===== src/rtl/edf_ic_pkg.sv =====
// Shared types and constants for the EDF interrupt controller and its core-side sink.
package edf_ic_pkg;

    localparam int NrIrqsDefault = 4;

    typedef enum logic [1:0] {
        IDLE   = 2'd0,
        PEND   = 2'd1,
        ACTIVE = 2'd2
    } sink_state_e;

    // ID width for a given number of sources; a single source still needs one bit.
    function automatic int calc_id_width(input int nr_irqs);
        return (nr_irqs > 1) ? $clog2(nr_irqs) : 1;
    endfunction

endpackage


===== src/rtl/edf_id_stack.sv =====
// Small LIFO of interrupt IDs. A push and pop in the same cycle replaces the top entry.
module edf_id_stack
    import edf_ic_pkg::*;
#(
    parameter int Depth = 4,
    parameter int Width = 2,
    localparam int CntWidth = $clog2(Depth + 1)
) (
    input  logic                clk_i,
    input  logic                rst_ni,
    input  logic                push_i,
    input  logic                pop_i,
    input  logic [Width-1:0]    data_i,
    output logic [Width-1:0]    top_o,
    output logic [CntWidth-1:0] count_o
);

    logic [Width-1:0]    mem_q [Depth];
    logic [CntWidth-1:0] cnt_q;

    // Stack storage and fill count; popped slots are cleared so an empty stack reads as zero.
    always_ff @(posedge clk_i or negedge rst_ni) begin
        if (!rst_ni) begin
            cnt_q <= '0;
            for (int i = 0; i < Depth; i++) begin
                mem_q[i] <= '0;
            end
        end else if (push_i && pop_i && (cnt_q != '0)) begin
            for (int i = 0; i < Depth; i++) begin
                if (i == int'(cnt_q) - 1) mem_q[i] <= data_i;
            end
        end else if (push_i && (int'(cnt_q) < Depth)) begin
            for (int i = 0; i < Depth; i++) begin
                if (i == int'(cnt_q)) mem_q[i] <= data_i;
            end
            cnt_q <= cnt_q + CntWidth'(1);
        end else if (pop_i && (cnt_q != '0)) begin
            for (int i = 0; i < Depth; i++) begin
                if (i == int'(cnt_q) - 1) mem_q[i] <= '0;
            end
            cnt_q <= cnt_q - CntWidth'(1);
        end
    end

    // Top-of-stack read; zero when empty.
    always_comb begin
        top_o = '0;
        for (int i = 0; i < Depth; i++) begin
            if (int'(cnt_q) == i + 1) top_o = mem_q[i];
        end
    end

    assign count_o = cnt_q;

endmodule


===== src/rtl/edf_irq_sink.sv =====
// Core-side receiver for the EDF interrupt controller handshake. Accepts one ID at a
// time, raises a trap request to the hart and tracks the in-service ID until mret.
// Define EDF_SINK_NEST_EN to keep a LIFO of preempted IDs (nesting up to MaxNest);
// without it a single in-service register is used and no preemption is possible.
module edf_irq_sink
    import edf_ic_pkg::*;
#(
    parameter int NrIrqs  = NrIrqsDefault,
    parameter int MaxNest = 4,
    localparam int IdWidth = calc_id_width(NrIrqs),
`ifdef EDF_SINK_NEST_EN
    localparam int MaxNestEff = MaxNest,
`else
    localparam int MaxNestEff = (MaxNest > 1) ? 1 : MaxNest,
`endif
    localparam int DepthWidth = $clog2(MaxNestEff + 1)
) (
    input  logic                  clk_i,
    input  logic                  rst_ni,
    input  logic [IdWidth-1:0]    irq_id_i,
    input  logic                  irq_valid_i,
    output logic                  irq_ready_o,
    input  logic                  irq_en_i,
    output logic                  irq_req_o,
    output logic [IdWidth-1:0]    irq_req_id_o,
    input  logic                  irq_ack_i,
    input  logic                  irq_done_i,
    output logic                  active_o,
    output logic [IdWidth-1:0]    active_id_o,
    output logic [DepthWidth-1:0] depth_o,
    output logic                  err_o
);

    sink_state_e           state_q, state_d;
    logic [IdWidth-1:0]    pend_id_q, pend_id_d;
    logic                  init_q;
    logic                  err_q, err_d;
    logic [DepthWidth-1:0] depth;
    logic [IdWidth-1:0]    top_id;
    logic                  ready, xfer, push, pop;

    // Handshake qualification: ready only once out of reset, with interrupts enabled and room to nest.
    always_comb begin
        ready = init_q & irq_en_i &
                ((state_q == IDLE) | ((state_q == ACTIVE) & (int'(depth) < MaxNestEff)));
        xfer  = irq_valid_i & ready;
        push  = irq_ack_i & (state_q == PEND);
        pop   = irq_done_i & (depth != '0);
    end

    // Next-state, pending-ID capture and protocol error detection.
    always_comb begin
        state_d   = state_q;
        pend_id_d = pend_id_q;
        err_d     = err_q;
        if (irq_ack_i && (state_q != PEND)) err_d = 1'b1;
        if (irq_done_i && (depth == '0))    err_d = 1'b1;
        if (xfer) pend_id_d = irq_id_i;
        unique case (state_q)
            IDLE:    if (xfer) state_d = PEND;
            PEND:    if (push) state_d = ACTIVE;
            ACTIVE: begin
                if (xfer) begin
                    state_d = PEND;
                end else if (pop && (depth == DepthWidth'(1))) begin
                    state_d = IDLE;
                end
            end
            default: state_d = IDLE;
        endcase
    end

    // Control registers; init_q holds ready low for the first cycle after reset.
    always_ff @(posedge clk_i or negedge rst_ni) begin
        if (!rst_ni) begin
            state_q   <= IDLE;
            pend_id_q <= '0;
            init_q    <= 1'b0;
            err_q     <= 1'b0;
        end else begin
            state_q   <= state_d;
            pend_id_q <= pend_id_d;
            init_q    <= 1'b1;
            err_q     <= err_d;
        end
    end

`ifdef EDF_SINK_NEST_EN
    edf_id_stack #(
        .Depth (MaxNestEff),
        .Width (IdWidth)
    ) u_stack (
        .clk_i   (clk_i),
        .rst_ni  (rst_ni),
        .push_i  (push),
        .pop_i   (pop),
        .data_i  (pend_id_q),
        .top_o   (top_id),
        .count_o (depth)
    );
`else
    logic               act_vld_q;
    logic [IdWidth-1:0] act_id_q;

    // Single in-service slot; push and pop cannot coincide because PEND implies an empty slot.
    always_ff @(posedge clk_i or negedge rst_ni) begin
        if (!rst_ni) begin
            act_vld_q <= 1'b0;
            act_id_q  <= '0;
        end else if (push) begin
            act_vld_q <= 1'b1;
            act_id_q  <= pend_id_q;
        end else if (pop) begin
            act_vld_q <= 1'b0;
            act_id_q  <= '0;
        end
    end

    assign depth  = DepthWidth'(act_vld_q);
    assign top_id = act_id_q;
`endif

    assign irq_ready_o  = ready;
    assign irq_req_o    = (state_q == PEND);
    assign irq_req_id_o = pend_id_q;
    assign active_o     = (depth != '0);
    assign active_id_o  = top_id;
    assign depth_o      = depth;
    assign err_o        = err_q;

endmodule


===== config.mk =====
export PLATFORM = sky130hd
export DESIGN_NAME = edf_irq_sink
export DESIGN_NICKNAME = d
export VERILOG_FILES = /design/src/rtl/edf_ic_pkg.sv /design/src/rtl/edf_id_stack.sv /design/src/rtl/edf_irq_sink.sv
export SDC_FILE = /design/constraint.sdc
export NUM_CORES = 1
export LEC_CHECK = 0
export CAP_MARGIN = 20
export CORE_AREA = 2 2 39 41
export DETAILED_ROUTE_END_ITERATION = 10
export DIE_AREA = 0 0 41 43
export HOLD_SLACK_MARGIN = 0.02
export SYNTH_ARGS = -nofsm -noshare
export SYNTH_HDL_FRONTEND = slang
export SYNTH_SLANG_ARGS = --single-unit

===== constraint.sdc =====
create_clock -name clk_i -period 2.3 [get_ports clk_i]
set_input_delay 0.575 -clock clk_i [delete_from_list [all_inputs] [get_ports clk_i]]
set_output_delay 0.575 -clock clk_i [all_outputs]
set_load 0.02 [all_outputs]

Word level (Yosys, flattened, before mapping)
Cells that the tools add are included.

word-level totals
  bits in registers = 9
  input port bits = 8

cells by class
  magnitude comparators = 1
  equality and inequality tests = 6
  multiplexer cells = 11
  bitwise logic cells = 8
  reduce and logical (&&, ||, !) cells = 7

operator list
  operator              number
  $mux W2               6
  $and A1 B1 Y1         6
  $pmux W2 S3           1
  $mux W1               4
  $ne A2 B1 Y1 const B  2
  $reduce_bool A2 Y1    2
  $logic_and A1 B1 Y1   3
  $ne A3 B2 Y1 const B  1
  $reduce_and A3 Y1     1
  $eq A2 B1 Y1 const B  1
  $eq A2 B2 Y1 const B  1
  $logic_not A2 Y1      1
  $ne A2 B2 Y1 const B  1
  $lt A1 B1 Y1 const B  1
  $not A1 Y1            1
  $or A1 B1 Y1          1

Depth between registers and ports, before layout
Gate-level depths: netlist of run 1.

  depth after elaboration = 7
  mapped depth = 4
  gate-level depth less buffers = 4

Worst setup path after synthesis of run 1
Ideal clock, no wire load.

  path type = in2out
  from = in irq_en_i
  to = out irq_ready_o
  arrival = 1.168 ns
  setup slack = 0.557 ns
  stages = 2
  cells stage by stage = nand2_1 a211oi_1

between the ends
  word-level cells in the longest chain between the ends = 2

RTL lines
  element                      line                RTL
  start: declaration           edf_irq_sink.sv:23  input logic irq_en_i,
  $and A1 B1 Y1 (2 in series)  edf_irq_sink.sv:44  ready = init_q & irq_en_i &
  end: declaration             edf_irq_sink.sv:22  output logic irq_ready_o,

No other way between the ends.

Worst setup path in the final report of run 1
Same ends and word-level chain as after synthesis.

==> impl_metrics.csv, run 1 <==
group,metric,value,unit
critical_path,worstSetupPathType,"in2out",
sta,slew_violations,0,
critical_path,critPathBufInv,2,
critical_path,cp_data_required_time,1.73,ns
clock_network,h-tree-depth,1,
die,die-area,1760,µm²
global_routing,grt_pass1_wl,1190,µm
power,pwr-share-clk,23.1,%
status,status,"complete, no violations",
critical_path,arrival,1.64,ns
min_path,hold_path.class,"reg2reg",
sta,fin_tns_setup,0,ns
sta,period_needed,2.22,ns
power,finalPower,0.000500,W
synth,syn_avg_cell_area,12.1,µm²
power,p_per_area,871,nW/µm²
power,ir_drop,0.000363,V
synth,syn_area,377,µm²
die,core_area,1380,µm²
clock_network,cts_hold_buffers,0,
sta,worst_hold_slack,0.486,ns
global_routing,globalRouteOverflowTotal,0,
die,die_y,43,µm
placement,portBuffers,16,
placement,place_congestion,0.718,
clock_network,clock-sinks,9,
layout,seq_area,225,µm²
route,drc,0,
critical_path,cp_cell_sequence,"clkdlybuf4s50_1 > nand2_1 > a211oi_1 > dlygate4sd2_1",
power,p_int,0.000349,W
synth,synth_warnings,0,
sta,post-route-period-util,96.5,%
critical_path,crit_fanout,2,
critical_path,critPathSlowestCell,"clkdlybuf4s50_1",
power,combPwrFrac,33.2,%
layout,final_common_cell,"clkdlybuf4s50_1",
route,via_count,312,
critical_path,start_kind,"input port",
power,power_frac_seq,43.7,%
sta,setup_viol_count_final,0,
layout,layout_common_cells,"15 x clkdlybuf4s50_1, 9 x dfrtp_1, 3 x nand2_1, 3 x clkbuf_4",
clock_network,clock_path_buffers,2,
global_routing,grtUsageTotal,10.1,%
sta,fin_skew,0.00210,ns
global_routing,antenna_found_initial,0,
synth,syn_inst,31,
layout,finalNetCount,59,
critical_path,cp-end-kind,"primary output",
placement,dp_worst_setup_slack,-0.221,ns
clock_network,clk_latency,0.25,ns
global_routing,grt_max_degree,10,
layout,diodes,0,
layout,multi_input_area,136,µm²
power,p_sw,0.000151,W
route,wl_per_cell,10.9,µm
die,num_rows,14,
placement,placed_cell_area,549,µm²
die,die_w,41,µm
global_routing,grt_pass1_vias,310,
sta,clock.fmax,451,MHz
power,p_leak,0.245,nW
layout,drive_gt1_share,16.0,%
layout,fillers,138,
clock_network,cts_buffers,3,
flow_run,maxCapViolCount,0,
synth,synth_cell_types,17,
clock_network,cts_tree,"built",
sta,rsz0062_at_grt,"no",
synth,yosys_register_bits,9,
critical_path,cp_slowest_stage_delay,0.48,ns
critical_path,cpLargestDelayFamily,"buffers and inverters",
route,postRouteWirelength,722,µm
die,ios,17,
route,vias_per_cell,4.73,
power,switching_share,30.2,%
sta,worst_slack,0.0805,ns
die,start_util,27.2,%
layout,design_area,574,µm²
placement,hpwl,545,µm
route,drtAntennaViolNets,0,
clock_network,clk_pin_slew,0.06,ns
route,drt-initial-drc-count,4,
clock_network,clockRootBuffer,"clkbuf_4",
layout,area_growth,52.5,%
route,drt-pass1-iter-count,4,
synth,ys_seq_area_share,59.8,%
synth,synth_nets,39,
sta,hold_violations,0,
## metal layers
| metal | share of wire (%) | routed length (µm) | GRT usage (%) | up-vias |
|---|---|---|---|---|
| li1 | - | - | - | 146 |
| met1 | 43 | 307 | 11.6 | 153 |
| met2 | 48 | 347 | 15.0 | 13 |
| met3 | 9.3 | 67 | 4.19 | 0 |
| met4 | 0 | 0 | 6.00 | 0 |
| met5 | 0 | 0 | 0 | - |
## cells by family after synthesis
logic type / synth area share, %
other cells: 0.996
compound gates: 16.3
simple gates: 13.0
mux: 5.98
buf+inv: 3.99
flops: 59.8
## path summary, 6_finish.rpt
kind	startpoint	endpoint	slack, ns	cells past startpoint
worst max-delay path	irq_en_i	irq_ready_o	0.08	4
worst min-delay path	err_o	err_o	0.49	1
worst max register to register	state_q[0]	irq_req_id_o[0]	1.00	3
worst min register to register	err_o	err_o	0.49	1
max in group asynchronous	rst_ni	init_q	1.41	1
min in group asynchronous	rst_ni	active_id_o[0]	0.61	1
## state kept, by name, summed over array words and instances (netlist names)
register,flops
init_q,1
active_o,1
active_id_o,2
state_q,2
irq_req_id_o,2
err_o,1
## stage by stage
stage / util (%) / instances
final: 41.5 / 66
after global routing: 41.5 / 66
after floorplan: - / 31
after detailed placement: 39.7 / 62
after CTS: 41.5 / 66
after global placement: 39.7 / 62
## cell usage after synthesis, drive strengths merged
cell type | n | area [µm²]
buf | 1 | 7.51
a221o | 1 | 10.0
conb | 1 | 3.75
o21bai | 1 | 7.51
nand4b | 1 | 8.76
inv | 2 | 7.50
and3 | 2 | 12.5
a211oi | 1 | 7.51
nand3b | 1 | 7.51
mux2 | 2 | 22.5
dfrtp | 9 | 225
nand2 | 3 | 11.3
nand2b | 1 | 8.76
a31o | 2 | 17.5
a21oi | 1 | 8.76
o21ai | 2 | 10.0
## power groups by stage
stage	Clock, W	Sequential, W	Combinational [W]
after global routing	0.000131	0.000223	0.000180
after global placement	0	0.000222	0.000169
after CTS	0.000119	0.000219	0.000169
after floorplan	0	0.000250	0.0000523
final	0.000115	0.000219	0.000166
after detailed placement	0	0.000222	0.000168
## what timing repair did
item / 4_1_cts / 5_1_grt
setup buffers: 0 / 0
endpoints found under the hold margin: 0 / 0
resized for setup: 1 / 0
setup endpoints to repair: 1 / 0
## layout make-up
cell class / count / area share [%]
Tap cell: 16 / 3.49
Timing Repair Buffer: 16 / 27.7
Sequential cell: 9 / 39.2
Multi-Input combinational cell: 19 / 23.7
Inverter: 2 / 1.31
Clock buffer: 4 / 4.58
Note: power is estimated with default switching activity, not from simulation.
==> run 2, diff against run 1 <==
REMOVE_ABC_BUFFERS = 1   (was unset)
==> impl_metrics.csv, run 2 (synthesis results as in run 1) <==
group,metric,value,unit
placement,place_congestion,0.707,
layout,multi_input_area,136,µm²
sta,post-route-period-util,95.9,%
route,met1_length,346,µm
clock_network,clockRootBuffer,"clkbuf_4",
placement,portBuffers,16,
layout,instances_no_fill,66,
sta,hold_violations,0,
global_routing,antenna_found_initial,0,
route,met2_length,337,µm
die,die-area,1760,µm²
route,routed.top_layer,"met3",
clock_network,h-tree-depth,1,
clock_network,cts_hold_buffers,0,
route,drtAntennaViolNets,0,
clock_network,cts_buffers,3,
layout,drive_gt1_share,16.0,%
min_path,hold_depth,1,
sta,clock.fmax,454,MHz
critical_path,cp-end-kind,"primary output",
route,drt-initial-drc-count,9,
global_routing,grt_pass1_wl,1160,µm
die,start_util,27.2,%
global_routing,grtUsageTotal,10.5,%
flow_run,maxCapViolCount,0,
layout,diodes,0,
die,ios,17,
route,postRouteWirelength,765,µm
critical_path,start_kind,"input port",
layout,area_growth,52.5,%
layout,fillers,138,
global_routing,globalRouteOverflowTotal,0,
sta,rsz0062_at_grt,"no",
critical_path,worstSetupPathType,"in2out",
die,core_area,1380,µm²
placement,hpwl,576,µm
route,via_count,303,
layout,final_common_cell,"clkdlybuf4s50_1",
die,die_y,43,µm
min_path,hold_path.class,"reg2reg",
clock_network,cts_setup_buffers,0,
route,drc,0,
sta,fin_tns_setup,0,ns
die,die_w,41,µm
clock_network,clock_path_buffers,2,
route,wl_per_cell,11.6,µm
clock_network,clk_latency,0.26,ns
global_routing,grt_max_degree,10,
critical_path,crit_fanout,2,
critical_path,ff2ff_path_depth,3,
route,dr_wl_met3,81,µm
clock_network,clk_pin_slew,0.06,ns
layout,seq_area,225,µm²
sta,period_needed,2.21,ns
sta,slew_violations,0,
layout,design_area,574,µm²
route,drt-pass1-iter-count,4,
critical_path,cp_data_required_time,1.73,ns
power,ir_drop,0.000364,V
route,vias_per_cell,4.59,
status,status,"complete, no violations",
die,num_rows,14,
placement,placedCellCount,62,
global_routing,grt_pass1_vias,277,
power,p_per_area,883,nW/µm²
sta,setup_viol_count_final,0,
power,p_leak,0.245,nW
sta,fin_skew,0.00235,ns
clock_network,cts.repair.resized,1,
clock_network,clock-sinks,9,
clock_network,cts_tree,"built",
critical_path,arrival,1.63,ns
placement,placed_cell_area,549,µm²
layout,finalNetCount,59,
layout,layout_common_cells,"15 x clkdlybuf4s50_1, 9 x dfrtp_1, 3 x nand2_1, 3 x clkbuf_4",
[run 2: cell type report]
type,count,share of cell area (%)
Inverter,2,1.31
Multi-Input combinational cell,19,23.7
Sequential cell,9,39.2
Timing Repair Buffer,16,27.7
Tap cell,16,3.49
Clock buffer,4,4.58
[run 2: critical path: stages]
cell and delay (ns):
clkdlybuf4s50_1 0.47, nand2_1 0.05, a211oi_1 0.18, dlygate4sd2_1 0.35
[run 2: stage by stage]
stage	setup slack [ns]	utilization [%]	hold WS [ns]	total power [W]
global placement	-0.195	39.7	0.473	0.000392
CTS	0.0850	41.5	0.504	0.000514
detailed placement	-0.198	39.7	0.490	0.000390
finish	0.0949	41.5	0.498	0.000507
global route	0.0292	41.5	0.518	0.000537
floorplan	0.534	-	0.279	0.000299
[run 2: worst paths after layout]
| path | start | end | slack, ns |
|---|---|---|---|
| max in group asynchronous | rst_ni | irq_req_id_o[0] | 1.41 |
| worst max register to register | state_q[0] | irq_req_id_o[1] | 1.02 |
| worst min-delay path | err_o | err_o | 0.50 |
| min in group asynchronous | rst_ni | active_o | 0.61 |
| worst max-delay path | irq_en_i | irq_ready_o | 0.09 |
| worst min register to register | err_o | err_o | 0.50 |
[run 2: where the power goes]
part | switching [W] | leakage, nW | internal (W)
combinational | 0.0000772 | 0.119 | 0.0000904
clock | 0.0000540 | 0.0150 | 0.0000668
sequential | 0.0000266 | 0.110 | 0.000192
[run 2: per-layer routing]
layer / vias to the layer above / GRT usage (%)
met2: 17 / 12.2
li1: 146 / -
met5: - / 0
met4: 0 / 10.0
met1: 140 / 14.0
met3: 0 / 3.66
==> run 3, diff against run 2 <==
ABC_AREA = 1   (was unset)
SKIP_LAST_GASP = 1   (was unset)
SYNTH_HIERARCHICAL = 1   (was unset)
==> impl_metrics.csv, run 3 <==
group,metric,value,unit
status,status,"complete, no violations",
placement,place_congestion,0.765,
die,ios,17,
sta,hold_violations,0,
synth,synth_area_leaders,"dfrtp_1 57%, nand2_1 12%, nand3_1 8.9%",
clock_network,h-tree-depth,1,
sta,post-route-period-util,95.4,%
layout,layout_common_cells,"15 x clkdlybuf4s50_1, 13 x nand2_1, 9 x dfrtp_1, 7 x nand3_1, 4 x inv_1",
power,p_per_area,834,nW/µm²
route,vias_per_cell,4.39,
clock_network,clock_path_buffers,2,
clock_network,clock-sinks,9,
global_routing,grt_max_degree,10,
critical_path,rrSetupSlack,1.32,ns
layout,finalNetCount,73,
layout,design_area,598,µm²
critical_path,crit_fanout,2,
min_path,min-delay-start,"err_o",
route,drc,0,
synth,yosysTopAreaCellShare,57.3,%
synth,syn_area,393,µm²
synth,yosys_register_bits,9,
die,die_w,41,µm
synth,syn_inst,44,
placement,hpwl,658,µm
sta,fin_skew,0.00210,ns
clock_network,cts_buffers,3,
clock_network,clk_latency,0.25,ns
die,core_area,1380,µm²
sta,clock.fmax,456,MHz
critical_path,arrival,1.62,ns
layout,drive_gt1_share,12.5,%
route,drt-initial-drc-count,4,
clock_network,cts_tree,"built",
flow_run,maxCapViolCount,0,
synth,synth_top_flop_cell,"dfrtp_1",
route,via_count,351,
clock_network,clk_pin_slew,0.06,ns
layout,diodes,0,
sta,slew_violations,0,
synth,synth_cell_types,14,
global_routing,grt_pass1_vias,328,
power,ir_drop,0.000348,V
power,finalPower,0.000499,W
critical_path,cp_data_required_time,1.73,ns
synth,synth_edf_count,0,
placement,portBuffers,16,
critical_path,regToRegStartpoint,"active_o",
placement,dp_worst_setup_slack,-0.177,ns
layout,final_common_cell,"clkdlybuf4s50_1",
global_routing,grtUsageTotal,11.5,%
critical_path,startpoint,"irq_en_i",
global_routing,grt_pass1_wl,1290,µm
synth,syn_avg_cell_area,8.93,µm²
route,drt-pass1-iter-count,4,
layout,area_growth,52.2,%
synth,synth_top_cell_by_area,"dfrtp_1",
global_routing,globalRouteOverflowTotal,0,
sta,setup_viol_count_final,0,
die,die-area,1760,µm²
sta,worst_slack,0.106,ns
synth,synth_commonest_cells,"13 x nand2_1, 9 x dfrtp_1, 7 x nand3_1, 4 x inv_1, 2 x o21ai_0",
sta,rsz0062_at_grt,"no",
placement,placed_cell_area,573,µm²
power,p_leak,0.294,nW
global_routing,antenna_found_initial,0,
critical_path,start_kind,"input port",
die,start_util,28.4,%
critical_path,worstSetupPathType,"in2out",
synth,synthArstFlopShare,100,%
clock_network,clockRootBuffer,"clkbuf_4",
synth,yosysMostFrequentCell,"nand2_1",
critical_path,cp-end-kind,"primary output",
die,num_rows,14,
min_path,hold_path.class,"reg2reg",
synth,ys_seq_area_share,57.3,%
synth,synth_warnings,6,
die,die_y,43,µm
sta,period_needed,2.19,ns
route,drtAntennaViolNets,0,
route,wl_per_cell,10.0,µm
route,postRouteWirelength,800,µm
sta,fin_tns_setup,0,ns
## run 3: metal layers
| metal | up-vias | wire length [µm] | track usage, % |
|---|---|---|---|
| met4 | 0 | 0 | 8.00 |
| met5 | - | 0 | 0 |
| met3 | 0 | 56 | 3.14 |
| li1 | 181 | - | - |
| met1 | 158 | 351 | 13.3 |
| met2 | 12 | 391 | 17.2 |
## run 3: cell type report
type	instances	area [µm²]
tap	16	20.0
multi-input combinational	29	141
fill	150	786
timing repair buffer	17	166
sequential	9	225
inverter	5	18.8
clock buffer	4	26.3
## run 3: logic make-up after synthesis
logic type | after synthesis | share of synthesized area [%]
AO/OA/AOI/OAI | 3 | 3.82
buffers and inverters | 6 | 6.69
flip-flops | 9 | 57.3
other | 1 | 0.954
AND/OR/NAND/NOR | 25 | 31.2
## run 3: critical path: stages
cell	delay (ns)
clkdlybuf4s50_1	0.46
nand2_1	0.05
inv_1	0.06
nand2_1	0.06
nor2_2	0.08
dlygate4sd2_1	0.33
## run 3: timing repair
action	in CTS	in global routing
endpoints found under the setup margin	1	0
hold buffers	0	0
gates resized for setup	1	0
buffers inserted	0	0
## run 3: report_power, final
part / total [W] / internal, W / switching [W]
logic: 0.000165 / 0.0000797 / 0.0000856
registers: 0.000215 / 0.000190 / 0.0000254
clock network: 0.000118 / 0.0000666 / 0.0000515
## run 3: path summary, 6_finish.rpt
kind / end / cells past startpoint
worst max-delay path: irq_ready_o / 6
worst min-delay path: err_o / 2
worst max register to register: irq_req_id_o[1] / 6
worst min register to register: err_o / 2
max in group asynchronous: init_q / 1
min in group asynchronous: active_o / 1
## run 3: metrics by stage
step           instances  hold slack [ns]  util, %
6_report              80            0.487     43.2
5_1_grt               80            0.528     43.2
4_1_cts               80            0.498     43.2
3_5_place_dp          76            0.482     41.4
3_3_place_gp          76            0.474     41.4
2_1_floorplan         43            0.279        -
